==> src/rtl/fpnew_share_arbiter_pkg.sv <==
// Shared types for the FPU share arbiter: FPU enums plus default request/response
// structs sized for Width=64, ReqTagWidth=4, NumReq=4.
package fpnew_share_arbiter_pkg;

  localparam int unsigned DEF_WIDTH   = 64;
  localparam int unsigned DEF_TAG_W   = 4;
  localparam int unsigned DEF_NUM_REQ = 4;
  localparam int unsigned DEF_ID_W    = $clog2(DEF_NUM_REQ);

  typedef enum logic [2:0] {
    RNE = 3'b000,
    RTZ = 3'b001,
    RDN = 3'b010,
    RUP = 3'b011,
    RMM = 3'b100,
    ROD = 3'b101,
    DYN = 3'b111
  } roundmode_e;

  typedef enum logic [3:0] {
    FMADD, FNMSUB, ADD, MUL, DIV, SQRT, SGNJ, MINMAX,
    CMP, CLASSIFY, F2F, F2I, I2F, CPKAB, CPKCD
  } operation_e;

  typedef enum logic [2:0] {
    FP32    = 3'd0,
    FP64    = 3'd1,
    FP16    = 3'd2,
    FP8     = 3'd3,
    FP16ALT = 3'd4
  } fp_format_e;

  typedef enum logic [1:0] {
    INT8, INT16, INT32, INT64
  } int_format_e;

  typedef struct packed {
    logic nv;
    logic dz;
    logic of;
    logic uf;
    logic nx;
  } status_t;

  // Requester-side request: tag is the requester's own tag.
  typedef struct packed {
    logic [2:0][DEF_WIDTH-1:0] operands;
    roundmode_e                rnd_mode;
    operation_e                op;
    logic                      op_mod;
    fp_format_e                fp_fmt;
    fp_format_e                fp_fmt2;
    int_format_e               int_fmt;
    logic                      vectorial_op;
    logic [DEF_TAG_W-1:0]      tag;
  } fpu_req_def_t;

  typedef struct packed {
    logic [DEF_WIDTH-1:0] result;
    status_t              status;
    logic [DEF_TAG_W-1:0] tag;
  } fpu_rsp_def_t;

  // FPU-side variants carry {id, req_tag}.
  typedef struct packed {
    logic [2:0][DEF_WIDTH-1:0]     operands;
    roundmode_e                    rnd_mode;
    operation_e                    op;
    logic                          op_mod;
    fp_format_e                    fp_fmt;
    fp_format_e                    fp_fmt2;
    int_format_e                   int_fmt;
    logic                          vectorial_op;
    logic [DEF_ID_W+DEF_TAG_W-1:0] tag;
  } fpu_out_req_def_t;

  typedef struct packed {
    logic [DEF_WIDTH-1:0]          result;
    status_t                       status;
    logic [DEF_ID_W+DEF_TAG_W-1:0] tag;
  } fpu_out_rsp_def_t;

endpackage

==> src/rtl/fpnew_share_credit.sv <==
// Per-requester outstanding-operation counter; inc and dec in the same cycle cancel.
module fpnew_share_credit
  import fpnew_share_arbiter_pkg::*;
#(
  parameter int unsigned MaxOutstanding = 4,
  parameter int unsigned CntWidth       = $clog2(MaxOutstanding + 1)
) (
  input  logic                clk_i,
  input  logic                rst_ni,
  input  logic                inc,
  input  logic                dec,
  input  logic                clr,
  output logic                full,
  output logic                nonzero,
  output logic [CntWidth-1:0] cnt
);

  always_ff @(posedge clk_i) begin
    if (!rst_ni || clr) begin
      cnt <= '0;
    end else if (inc && !dec) begin
      cnt <= cnt + 1'b1;
    end else if (dec && !inc && (cnt != '0)) begin
      cnt <= cnt - 1'b1;
    end
  end

  assign full    = (cnt == CntWidth'(MaxOutstanding));
  assign nonzero = (cnt != '0);

  // A completion with nothing outstanding means the response tag was corrupted.
  a_no_underflow: assert property (@(posedge clk_i) disable iff (!rst_ni)
    (dec && !inc && !clr) |-> nonzero);

endmodule

==> src/rtl/fpnew_share_arbiter.sv <==
// Shares one FPU between NumReq requesters: round-robin with grant lock and
// per-requester credit limit on requests, tag-based routing on responses.
module fpnew_share_arbiter
  import fpnew_share_arbiter_pkg::*;
#(
  parameter int unsigned NumReq         = 4,
  parameter int unsigned Width          = 64,
  parameter int unsigned ReqTagWidth    = 4,
  parameter int unsigned MaxOutstanding = 4,
  parameter type         fpu_req_t      = fpu_req_def_t,
  parameter type         fpu_rsp_t      = fpu_rsp_def_t,
  parameter type         fpu_out_req_t  = fpu_out_req_def_t,
  parameter type         fpu_out_rsp_t  = fpu_out_rsp_def_t
) (
  input  logic                     clk_i,
  input  logic                     rst_ni,
  input  logic                     flush_i,
  input  fpu_req_t [NumReq-1:0]    req_i,
  input  logic     [NumReq-1:0]    req_valid_i,
  output logic     [NumReq-1:0]    req_ready_o,
  output fpu_rsp_t [NumReq-1:0]    rsp_o,
  output logic     [NumReq-1:0]    rsp_valid_o,
  input  logic     [NumReq-1:0]    rsp_ready_i,
  output fpu_out_req_t             fpu_req_o,
  output logic                     fpu_valid_o,
  input  logic                     fpu_ready_i,
  input  fpu_out_rsp_t             fpu_rsp_i,
  input  logic                     fpu_rsp_valid_i,
  output logic                     fpu_rsp_ready_o,
  output logic                     busy_o
);

  localparam int unsigned IdWidth  = $clog2(NumReq);
  localparam int unsigned CntWidth = $clog2(MaxOutstanding + 1);

  logic [IdWidth-1:0] rr_q, gnt_q, sel, sel_rr, id;
  logic               lock_q, found, valid_raw, acc, id_ok;
  logic [NumReq-1:0]  elig, full, nonzero, dec;
  logic [NumReq-1:0][CntWidth-1:0] cnt;
  logic [Width-1:0]   fpu_result;

  assign elig = req_valid_i & ~full;

  // Priority scan starting at rr_q with wrap-around.
  always_comb begin
    int unsigned idx;
    idx    = 0;
    found  = 1'b0;
    sel_rr = '0;
    for (int k = 0; k < NumReq; k++) begin
      idx = int'(rr_q) + k;
      if (idx >= NumReq) idx = idx - NumReq;
      if (!found && elig[idx]) begin
        found  = 1'b1;
        sel_rr = IdWidth'(idx);
      end
    end
  end

  assign sel       = lock_q ? gnt_q : sel_rr;
  assign valid_raw = lock_q ? req_valid_i[gnt_q] : found;
  // Nothing is offered to the FPU while it is being flushed.
  assign fpu_valid_o = valid_raw && !flush_i;
  assign acc         = fpu_valid_o && fpu_ready_i;
  assign req_ready_o = acc ? (NumReq'(1) << sel) : '0;

  always_comb begin
    fpu_req_o              = '0;
    fpu_req_o.operands     = req_i[sel].operands;
    fpu_req_o.rnd_mode     = req_i[sel].rnd_mode;
    fpu_req_o.op           = req_i[sel].op;
    fpu_req_o.op_mod       = req_i[sel].op_mod;
    fpu_req_o.fp_fmt       = req_i[sel].fp_fmt;
    fpu_req_o.fp_fmt2      = req_i[sel].fp_fmt2;
    fpu_req_o.int_fmt      = req_i[sel].int_fmt;
    fpu_req_o.vectorial_op = req_i[sel].vectorial_op;
    fpu_req_o.tag          = {sel, req_i[sel].tag};
  end

  always_ff @(posedge clk_i) begin
    if (!rst_ni) begin
      rr_q   <= '0;
      gnt_q  <= '0;
      lock_q <= 1'b0;
    end else if (flush_i) begin
      lock_q <= 1'b0;
    end else if (acc) begin
      lock_q <= 1'b0;
      rr_q   <= (sel == IdWidth'(NumReq - 1)) ? '0 : sel + 1'b1;
    end else if (fpu_valid_o && !fpu_ready_i) begin
      lock_q <= 1'b1;
      gnt_q  <= sel;
    end
  end

  // Response side: the id in the upper tag bits picks the destination.
  assign id         = fpu_rsp_i.tag[IdWidth+ReqTagWidth-1 -: IdWidth];
  assign id_ok      = (32'(id) < NumReq);
  assign fpu_result = fpu_rsp_i.result;

  always_comb begin
    rsp_valid_o     = '0;
    fpu_rsp_ready_o = 1'b0;
    if (id_ok && !flush_i) begin
      rsp_valid_o[id] = fpu_rsp_valid_i;
      fpu_rsp_ready_o = rsp_ready_i[id];
    end
  end

  always_comb begin
    for (int i = 0; i < NumReq; i++) begin
      rsp_o[i]        = '0;
      rsp_o[i].result = fpu_result;
      rsp_o[i].status = fpu_rsp_i.status;
      rsp_o[i].tag    = fpu_rsp_i.tag[ReqTagWidth-1:0];
    end
  end

  assign dec = rsp_valid_o & rsp_ready_i;

  for (genvar i = 0; i < NumReq; i++) begin : g_credit
    fpnew_share_credit #(
      .MaxOutstanding (MaxOutstanding),
      .CntWidth       (CntWidth)
    ) u_credit (
      .clk_i   (clk_i),
      .rst_ni  (rst_ni),
      .inc     (req_ready_o[i]),
      .dec     (dec[i]),
      .clr     (flush_i),
      .full    (full[i]),
      .nonzero (nonzero[i]),
      .cnt     (cnt[i])
    );
  end

  assign busy_o = (|nonzero) || fpu_valid_o;

  // Out-of-range ids are held at the FPU output rather than dropped.
  a_valid_id: assert property (@(posedge clk_i) disable iff (!rst_ni)
    fpu_rsp_valid_i |-> id_ok);

endmodule
==> config.mk <==
export PLATFORM = sky130hd
export DESIGN_NAME = fpnew_share_arbiter
export DESIGN_NICKNAME = d
export VERILOG_FILES = /design/src/rtl/fpnew_share_arbiter_pkg.sv /design/src/rtl/fpnew_share_credit.sv /design/src/rtl/fpnew_share_arbiter.sv
export SDC_FILE = /design/constraint.sdc
export NUM_CORES = 1
export LEC_CHECK = 0
export ABC_AREA = 1
export BUFFER_PORTS_ARGS = -buffer_cell sky130_fd_sc_hd__buf_4
export CAP_MARGIN = 20
export CORE_AREA = 10 10 559 561
export DETAILED_ROUTE_END_ITERATION = 7
export DIE_AREA = 0 0 569 571
export SLEW_MARGIN = 0
export SYNTH_ARGS = -nofsm -noshare
export SYNTH_HDL_FRONTEND = slang
export SYNTH_SLANG_ARGS = --single-unit
==> constraint.sdc <==
create_clock -name clk_i -period 2.8 [get_ports clk_i]
set_input_delay 0 -clock clk_i [delete_from_list [all_inputs] [get_ports clk_i]]
set_output_delay 0 -clock clk_i [all_outputs]
set_load 0.02 [all_outputs]
=== Yosys cells after proc, flatten, opt, wreduce, memory -nomap -nowiden ===
Index checks and enable logic that the tools add are counted.

* Add/sub/neg operators: 16
* Order comparisons: 12
* Equal/unequal tests: 5
* Shift-type cells: 1
* Multiplexer cells: 42
* Bitwise gates (word level): 7
* Reduce and logical (&&, ||, !) cells: 47

{| class="wikitable"
|+ Operators with widths
! operator !! count
|-
| binary-select mux 213 bit (select 2 bit) || 1
|-
| 2-to-1 mux 213 bit || 1
|-
| < comparator 32 x 3 -> 1 bit, second input constant || 4
|-
| 2-to-1 mux 32 bit || 4
|-
| 2-to-1 mux 3 bit || 8
|-
| logical AND 1 bit || 19
|-
| logical NOT 1 bit || 14
|-
| 2-to-1 mux 1 bit || 13
|-
| adder 3 x 1 -> 3 bit, second input constant || 4
|-
| bitwise AND 4 bit || 3
|-
| binary-select mux 1 bit (select 2 bit) || 6
|-
| equality test 3 bit, second input constant || 4
|-
| 2-to-1 mux 2 bit || 6
|-
| nonzero test 3 bit || 4
|-
| subtractor 3 x 1 -> 3 bit, second input constant || 4
|-
| subtractor 3 x 3 -> 4 bit, second input constant || 3
|-
| greater-or-equal comparator 3 bit, second input constant || 3
|-
| < comparator 2 x 3 -> 1 bit, second input constant || 3
|-
| 2-to-1 mux 4 bit || 2
|-
| nonzero test 2 bit || 4
|-
| adder 2 x 2 -> 3 bit, second input constant || 2
|-
| NOT 4 bit || 1
|-
| OR reduction 4 bit || 1
|-
| << shifter 1 x 2 -> 4 bit, first input constant || 1
|-
| other kinds (12) || 15
|}

* Flip-flop bits (word level): 17
* Word-level logic and storage cells: 137

=== Longest topological paths before layout ===
Gate-level depths: netlist of run 1.

* Word-level depth: 24
* Depth in mapped cells: 22
* Gate-level depth less buffers: 22

=== By module ===
A second synthesis of run 1 with hierarchy kept.

* Cell total of the unflattened synthesis: 2,850
* Area total of the unflattened synthesis: 13,570.5 µm²

{| class="wikitable"
|+ Modules (own cells, without submodules)
! module !! instances !! cells an instance !! area each (µm²) !! seq. area each (µm²)
|-
| fpnew_share_arbiter || 1 || 2,734 || 12,694.7 || 100.1
|-
| fpnew_share_credit || 4 || 29 || 219.0 || 60.1
|}

=== Worst setup path after synthesis of run 1 ===
OpenSTA, ideal clock, no wires.

* Path kind: register -> register
* Start point: reg rr_q[0]
* End point: reg g_credit[0].u_credit.cnt[2]
* Library setup time: 115 ps
* Arrival: 2,329 ps
* Required time: 2,685 ps
* Slack: 356 ps
* Cell stages (with the launch flop): 21
* Path through: dfxtp_1 > buf_4 > inv_2 > nand3_1 > nand2_1 > nand2_1 > nand2_1 > nor2_1 > nand2_1 > nand2_2 > nor2_4 > inv_2 > nor2_4 > nand2_1 > inv_1 > nand2_2 > fa_1 > inv_1 > nand3_1 > a21oi_1 > nor2_1

* Word-level cells in the longest chain between the ends: 22
* Elaborated cells between the ends (all ways): 49

{| class="wikitable"
|+ Ends and longest elaborated chain
! item !! line !! text
|-
| start, declared || fpnew_share_arbiter.sv:36 || <nowiki>logic [IdWidth-1:0] rr_q, gnt_q, sel, sel_rr, id;</nowiki>
|-
| start signal, assigned || fpnew_share_arbiter.sv:89 || <nowiki>rr_q <= (sel == IdWidth'(NumReq - 1)) ? '0 : sel + 1'b1;</nowiki>
|-
| branches (longest 17 deep; another with subtractor 3 x 3 -> 4 bit) || n/a ||
|-
| 2-to-1 mux 4 bit (*) || fpnew_share_arbiter.sv:65 || <nowiki>assign req_ready_o = acc ? (NumReq'(1) << sel) : '0;</nowiki>
|-
| named net g_credit[0].u_credit.inc || fpnew_share_credit.sv:10 || <nowiki>input logic inc,</nowiki>
|-
| logical NOT 1 bit || fpnew_share_credit.sv:23 || <nowiki>end else if (dec && !inc && (cnt != '0)) begin</nowiki>
|-
| logical AND 1 bit (2 in series) || fpnew_share_credit.sv:23 ||
|-
| nonzero test 2 bit (no source line) || n/a ||
|-
| end signal, assigned || fpnew_share_credit.sv:22 || <nowiki>cnt <= cnt + 1'b1;</nowiki>
|-
| end signal, assigned || fpnew_share_credit.sv:24 || <nowiki>cnt <= cnt - 1'b1;</nowiki>
|-
| end, declared || fpnew_share_credit.sv:15 || <nowiki>output logic [CntWidth-1:0] cnt</nowiki>
|}

Mark *: on every way through the listed nets, which the timed path passes. The select of a mux whose other input is x is not followed.
A chain may end at the register's enable or synchronous reset.

==> run summary, run 1 <==
number of nets in the final layout = 3608
area of the multi-input gates = 7610 um^2
die outline area = 325000 um^2
Clock Latency Late Sink = 0.25 ns
Main synth FF type = dfxtp_1
vias per cell = 2.88
Placement Rows = 202
number of sinks driven by the clock tree = 17
timing-limited maximum frequency = 0.338 GHz
Req. time, crit path = 2.80 ns
total number of H-tree levels = 1
Yosys top cell area share = 24.9%
via count of the first global-routing pass = 17900
part of the Yosys area used for sequential elements = 3.58%
setup TNS after final layout = -4.58 ns
smallest setup slack after layout = -0.155 ns
total wirelength of the detailed-routed design = 284000 um
number of nets still failing antenna checks after routing = 0
minimum period implied by the final worst setup slack = 2.96 ns
die boundary height = 571 um
HPWL after detailed placement = 250000 um
synthesized area = 9500 um^2
flip-flop and latch count after synthesis = 17
violations in the final reports = negative setup slack
Area Growth Syn to Fin = 175%
I/O pin count = 1458
routability congestion estimate from global placement = 0.939
cell area reported after detailed placement = 21000 um^2
post-synthesis cell type with the largest combined area = buf_4
slew margin rel. = 65.4%
maximum number of pins on one net before global-route repair = 52
area of all sequential standard cells = 374 um^2
clock slew at reported path FFs = 0.05 ns
cell at the root of the clock tree = clkbuf_16
Cell Count, Final, Fillers Out = 6750
Peak VDD IR = 0.426 mV
Final Hold Vio Count = 0
starting utilization of the core area = 3.15%
CTS tree = done
total placed cells including tap cells = 6509
number of flops mapped to enable cells by yosys = 0
Warnings, synthesis = 0
leakage component of the power = 10.1 nW
number of DRC markers in iteration 0 = 1533
Final Slew Violations = 0
width of the chip = 569 um
logic depth of the worst register-to-register path = 19
register-to-register setup slack = -0.04 ns
count of endpoints failing setup in the final report = 122
total clock buffers created by CTS = 3
share of flip-flops with an asynchronous set or reset = 0%
Setup crit end kind = output port
cells after synthesis = 1757
post-route core utilization = 8.65%
Least-Margin Pin Slew = 0.518 ns
antenna violations before repair = 333
maximum buffer depth of the clock tree = 2
setup repair after global routing missed its margin = true
worst setup timing slack at the placement stage = -0.730 ns
# DRC = 0
worst hold stages = 0
clock tree skew after final layout = 0.00447 ns
Min-Delay Path Class = primary input to output port
global route overflow = 0
number of maximum-capacitance violations = 0
routed wirelength normalized by instance count = 42.0 um
Worst EP arrival = 2.96 ns
number of hold buffers added after cts = 0
Unique masters post-synth = 29
Crit Path Category = register to output port
placeable core area = 302000 um^2
worst-path fanout max = 13
synthesized area per cell = 5.40 um^2
top area cells in the synthesized netlist = buf_4 (25%), o21ai_0 (22%), nor2_1 (18%), o22ai_1 (14%), dfxtp_1 (3.6%)
combined global-route utilization of all metal layers = 15.9%
Post-Synthesis Net Count = 2702
global-route wire length before repair = 312000 um
launching element type of the critical path = register
commonest non-fill, non-tap cell in the layout = buf_4
count of vias placed by the detailed router = 19400
leading cell types in the layout, fill and taps excluded = buf_4 (1039), nor2_1 (413), o21ai_0 (227)
status = finished, violations left
share of layout cells above drive strength 1 = 61.0%
number of inserted filler cells in the final layout = 35400
PortBufs = 1092
post-route clock period utilization = 106%
cell area power density = 912 nW/um^2
cell area after layout = 26100 um^2
DRT Pass-1 Iters = 6
==> state kept, by name, indices dropped and copies added, names as in the netlist <==
register               cells
rr_q                       2
lock_q                     1
gnt_q                      2
g_credit.u_credit.cnt     12
==> critical path, cell delays in order, from the launching register on <==
cell     delay, ns
dfxtp_4       0.43
xor2_4        0.23
inv_2         0.11
buf_6         0.13
buf_4         0.12
nand4_1       0.11
nand4_1       0.22
nand2_8       0.14
buf_12        0.14
buf_16        0.17
buf_4         0.16
o21ai_2       0.07
buf_4         0.17
o22ai_4       0.22
buf_8         0.18
==> synthesized netlist by cell type (4+ instances only) <==
cell	n
buf_2	54
nor2_4	4
o21ai_1	19
nor3_1	5
fa_1	4
o22ai_1	213
dfxtp_1	17
nand2_1	67
nand4_1	6
nand3_1	40
nor2_1	451
buf_4	315
inv_1	38
a21oi_1	15
nand2_2	10
o21ai_0	417
clkbuf_1	61
clkbuf_2	6
==> path summary, 6_finish.rpt <==
path | to | from
setup / recovery | fpu_req_o[154] | rr_q[0]$_SDFFE_PN0P_
hold / removal | rsp_o[178] | fpu_rsp_i[34]
setup reg to reg | g_credit[3].u_credit.cnt[2]$_SDFFE_PP0P_ | rr_q[0]$_SDFFE_PN0P_
hold reg to reg | g_credit[3].u_credit.cnt[0]$_SDFFE_PP0P_ | g_credit[3].u_credit.cnt[0]$_SDFFE_PP0P_
==> report_power, final <==
part / switching [W] / internal (W) / total, W / leakage, nW
sequential: 0.0000196 / 0.000252 / 0.000271 / 0.146
combinational: 0.0143 / 0.00889 / 0.0232 / 9.93
clock: 0.000103 / 0.000194 / 0.000297 / 0.0388
==> kinds of logic (layout without fill, tap and decap cells) <==
group	count (synthesis)	count (layout)	share of synthesized area [%]
buf+inv	480	1383	32.5
fa+ha+maj	5	5	0.975
simple gates	585	587	24.6
compound gates	669	669	38.3
xor+xnor	1	1	0.171
flops	17	17	3.58
other cells	0	110	0
==> metrics by stage <==
stage,hold WS (ns),total power (W)
floorplan,0.0786,0.00713
global placement,0.000913,0.0177
detailed placement,0.000913,0.0177
CTS,0.000913,0.0216
global route,0.0000988,0.0248
finish,0.0000198,0.0238
==> cell type report <==
type	count	area share, %
Inverter	41	0.600
Multi-Input combinational cell	1262	29.2
Clock buffer	4	0.302
Antenna cell	110	1.06
Sequential cell	17	1.44
Tap cell	3978	19.1
Timing Repair Buffer	1338	48.3
==> metal layers <==
layer	GRT usage [%]	vias up	share of wire, %
li1	-	7758	-
met1	17.2	8801	36
met2	22.8	2073	40
met3	13.6	605	19
met4	4.99	211	4.3
met5	0.842	-	0.59
==> timing repair <==
action                                  CTS  global route
endpoints found under the setup margin  216           221
pin swaps                                58           101
gates cloned                             23            28
buffers inserted                         52            37
endpoints found under the hold margin     0             0
gates resized for setup                 335           475
Note: power is estimated with default switching activity, not from simulation.
==> inputs of run 2 (changes only) <==
--- a/config.mk
+++ b/config.mk
@@ -8,10 +8,11 @@
 export ABC_AREA = 1
 export BUFFER_PORTS_ARGS = -buffer_cell sky130_fd_sc_hd__buf_4
 export CAP_MARGIN = 20
-export CORE_AREA = 10 10 559 561
+export CORE_AREA = 10 10 567 569
 export DETAILED_ROUTE_END_ITERATION = 7
-export DIE_AREA = 0 0 569 571
+export DIE_AREA = 0 0 577 579
 export SLEW_MARGIN = 0
 export SYNTH_ARGS = -nofsm -noshare
 export SYNTH_HDL_FRONTEND = slang
+export SYNTH_HIERARCHICAL = 1
 export SYNTH_SLANG_ARGS = --single-unit
==> run summary, run 2 <==
leakage component of the power = 16.6 nW (+64%)
Most flops, register = g_credit.u_credit/cnt
Main synth FF type = dfxtp_1
PortBufs = 1092 (unchanged)
# DRC = 0 (unchanged)
number of DRC markers in iteration 0 = 1792 (+17%)
die boundary height = 579 um (+1.4%)
maximum number of pins on one net before global-route repair = 63 (+21%)
Area Growth Syn to Fin = 142%
violations in the final reports = negative setup slack
cell with the most instances after synthesis = nand2_1
clock tree skew after final layout = 0.00596 ns (+0.00150 ns)
cell types with the highest counts after synthesis = nand2_1 (1120), nand3_1 (662), inv_1 (454), buf_4 (329), buf_2 (136)
minimum period implied by the final worst setup slack = 2.85 ns (-0.103 ns)
global-route wire length before repair = 329000 um (+5.5%)
part of the Yosys area used for sequential elements = 2.51% (-1.1 points)
number of flip-flops in the largest register = 12 (unchanged)
width of the chip = 577 um (+1.4%)
combined global-route utilization of all metal layers = 15.9% (about the same)
count of vias placed by the detailed router = 24000 (+24%)
number of inserted filler cells in the final layout = 36600 (+3.3%)
post-synthesis cell type with the largest combined area = nand2_1
cell with the most instances on the worst path = nand2_2
Post-Synth XOR/XNOR Area = 0% (-0.17 points)
leading cell types in the layout, fill and taps excluded = buf_4 (1077), nand2_1 (922), nand3_1 (483)
routability congestion estimate from global placement = 0.983 (+4.7%)
setup repair after global routing missed its margin = true
share of flip-flops with an asynchronous set or reset = 0% (unchanged)
starting utilization of the core area = 4.37% (+1.2 points)
die outline area = 334000 um^2 (+2.8%)
area of all sequential standard cells = 347 um^2 (-7.4%)
via count of the first global-routing pass = 22500 (+25%)
global route overflow = 0 (unchanged)
Warnings, synthesis = 6 (+6)
setup TNS after final layout = -0.375 ns (+4.20 ns)
Worst EP arrival = 2.85 ns (-0.11 ns)
Post-Synthesis Net Count = 3795 (+40%)
number of sinks driven by the clock tree = 17 (unchanged)
Hold Worst Slack = 0.0000184 ns (-0.00000143 ns)
Adder-Cell Fraction of Synth Area = 0.682% (-0.29 points)
Final Hold Vio Count = 0 (unchanged)
post-route core utilization = 10.6% (+1.9 points)
portion of netlist area occupied by mux cells = 0% (unchanged)
area of the multi-input gates = 10200 um^2 (+34%)
share of synthesized cell area in and, or, nand and nor gates = 59.2% (+35 points)
launching element type of the critical path = register
number of nets in the final layout = 4789 (+33%)
total wirelength of the detailed-routed design = 286000 um (+0.86%)
number of flops mapped to enable cells by yosys = 0 (unchanged)
Clock Latency Late Sink = 0.26 ns (about the same)
vias per cell = 2.98 (+3.3%)
status = finished, violations left
maximum buffer depth of the clock tree = 2 (unchanged)
DRT Pass-1 Iters = 5 (-1)
Unique masters post-synth = 30 (+3.4%)
CTS tree = done
compound-cell area share of the yosys netlist = 1.07% (-37 points)
timing-limited maximum frequency = 0.351 GHz (+3.6%)
Setup crit end kind = output port
count of endpoints failing setup in the final report = 21 (-83%)
total number of H-tree levels = 1 (unchanged)
HPWL after detailed placement = 247000 um (-1.6%)
synthesized area = 13600 um^2 (+43%)
number of hold buffers added after cts = 0 (unchanged)
Slowest cell on crit path = dfxtp_1
smallest setup slack after layout = -0.0523 ns (+0.103 ns)
cell at the root of the clock tree = clkbuf_16
slew margin rel. = 53.9% (-11 points)
commonest non-fill, non-tap cell in the layout = buf_4
share of layout cells above drive strength 1 = 50.0% (-11 points)
cell area power density = 975 nW/um^2 (+6.9%)
Crit Path Category = register to output port
number of maximum-capacitance violations = 0 (unchanged)
Yosys top cell area share = 31.0% (+6.1 points)
Peak VDD IR = 0.527 mV (+24%)
Req. time, crit path = 2.80 ns (about the same)
largest family of logic cells by synthesized area = simple AND/OR/NAND/NOR gates
routed wirelength normalized by instance count = 35.5 um (-16%)
antenna violations before repair = 263 (-21%)
clock slew at reported path FFs = 0.06 ns (about the same)
Critical Path, Cell by Cell = nor3_2, inv_1, nand3_2, nand2_2, nand2_2, nand2_2, nand2_2, nand2_2, nand2_2, nand3_4, buf_6, buf_12, buf_6, buf_16, nand3_4, nand3_4, nand2_4, buf_6
number of nets still failing antenna checks after routing = 0 (unchanged)
total design power = 0.0321 W (+35%)
Min-Delay Path Class = primary input to output port
Final Slew Violations = 0 (unchanged)
largest incremental delay on the critical path = 0.32 ns (-0.11 ns)
leading registers by flop count = g_credit.u_credit/cnt (12), gnt_q (2), rr_q (2)
I/O pin count = 1458 (unchanged)
top area cells in the synthesized netlist = nand2_1 (31%), nand3_1 (24%), buf_4 (18%), inv_1 (13%), buf_2 (5.0%)
worst-path fanout max = 5 (-8)
register-to-register setup slack = 0.04 ns (+0.08 ns)
flip-flop and latch count after synthesis = 17 (unchanged)
Placement Rows = 205 (+1.5%)
post-route clock period utilization = 102% (-3.7 points)
cells after synthesis = 2850 (+62%)
Least-Margin Pin Slew = 0.685 ns (+0.167 ns)
placeable core area = 310000 um^2 (+2.9%)
synthesized area per cell = 4.76 um^2 (-12%)
total clock buffers created by CTS = 3 (unchanged)
[run 2: cell count changes after synthesis, moves of 14 or more]
cell,previous run,this run
buf_4,315,329
clkbuf_1,61,8
o22ai_1,213,0
o21ai_0,417,4
o21ai_1,19,4
buf_2,54,136
nor2_1,451,31
nand3_1,40,662
nand2_1,67,1120
inv_1,38,454
[run 2: cell type report]
| cell class | instances | share of cell area [%] |
|---|---|---|
| multi-input cells | 1894 | 31.1 |
| clock buffers | 3 | 0.228 |
| diodes | 85 | 0.647 |
| inverters | 458 | 5.28 |
| clock inverters | 1 | 0.0228 |
| repair buffers | 1470 | 45.9 |
| flip-flops and latches | 17 | 1.05 |
| well taps | 4140 | 15.8 |
[run 2: path summary, 6_finish.rpt]
path / startpoint / endpoint / cells after the start
min reg2reg: g_credit[0].u_credit/cnt[2]$_SDFFE_PP0P_ / g_credit[0].u_credit/cnt[2]$_SDFFE_PP0P_ / 3
max: g_credit[1].u_credit/cnt[1]$_SDFFE_PP0P_ / fpu_req_o[15] / 18
min: fpu_rsp_i[28] / rsp_o[245] / 0
max reg2reg: rr_q[0]$_SDFFE_PN0P_ / g_credit[1].u_credit/cnt[2]$_SDFFE_PP0P_ / 20
[run 2: stage by stage]
step,setup slack [ns],cell area (um^2),instances
2_1_floorplan,-0.000662,13700,2850
3_3_place_gp,-0.381,26500,7837
3_5_place_dp,-0.307,26500,7837
4_1_cts,-0.0587,30400,7942
5_1_grt,-0.213,32700,8011
6_report,-0.0523,32900,8068
[run 2: what timing repair did]
action	in CTS	in global routing
endpoints found under the hold margin	0	0
buffers inserted	57	29
gates cloned	48	28
pin swaps	32	87
resized for setup	444	413
endpoints found under the setup margin	199	223
[run 2: cell families after synthesis]
family	count (synthesis)
and+or+nand+nor	1864
buffers and inverters	939
AOI/OAI and AO/OA	25
DFF	17
adders and majority gates	5
[run 2: worst max-delay path, delay by kind of cell (launching register included)]
kind / cells / cell delay (ns)
buffers and inverters: 6 / 0.85
flip-flops: 1 / 0.32
AND/OR/NAND/NOR: 12 / 1.42
[run 2: metal layers]
metal	vias up	routed length, um	GRT usage (%)
met5	-	1250	0.0861
met4	168	11100	3.98
met3	515	50700	12.8
met2	1952	116000	23.4
met1	10900	107000	17.6
li1	10500	-	-
[run 2: report_power, final]
group          internal (W)  switching [W]  leakage [nW]
combinational        0.0130         0.0185          16.5
clock              0.000193       0.000121        0.0377
sequential         0.000258      0.0000159         0.140
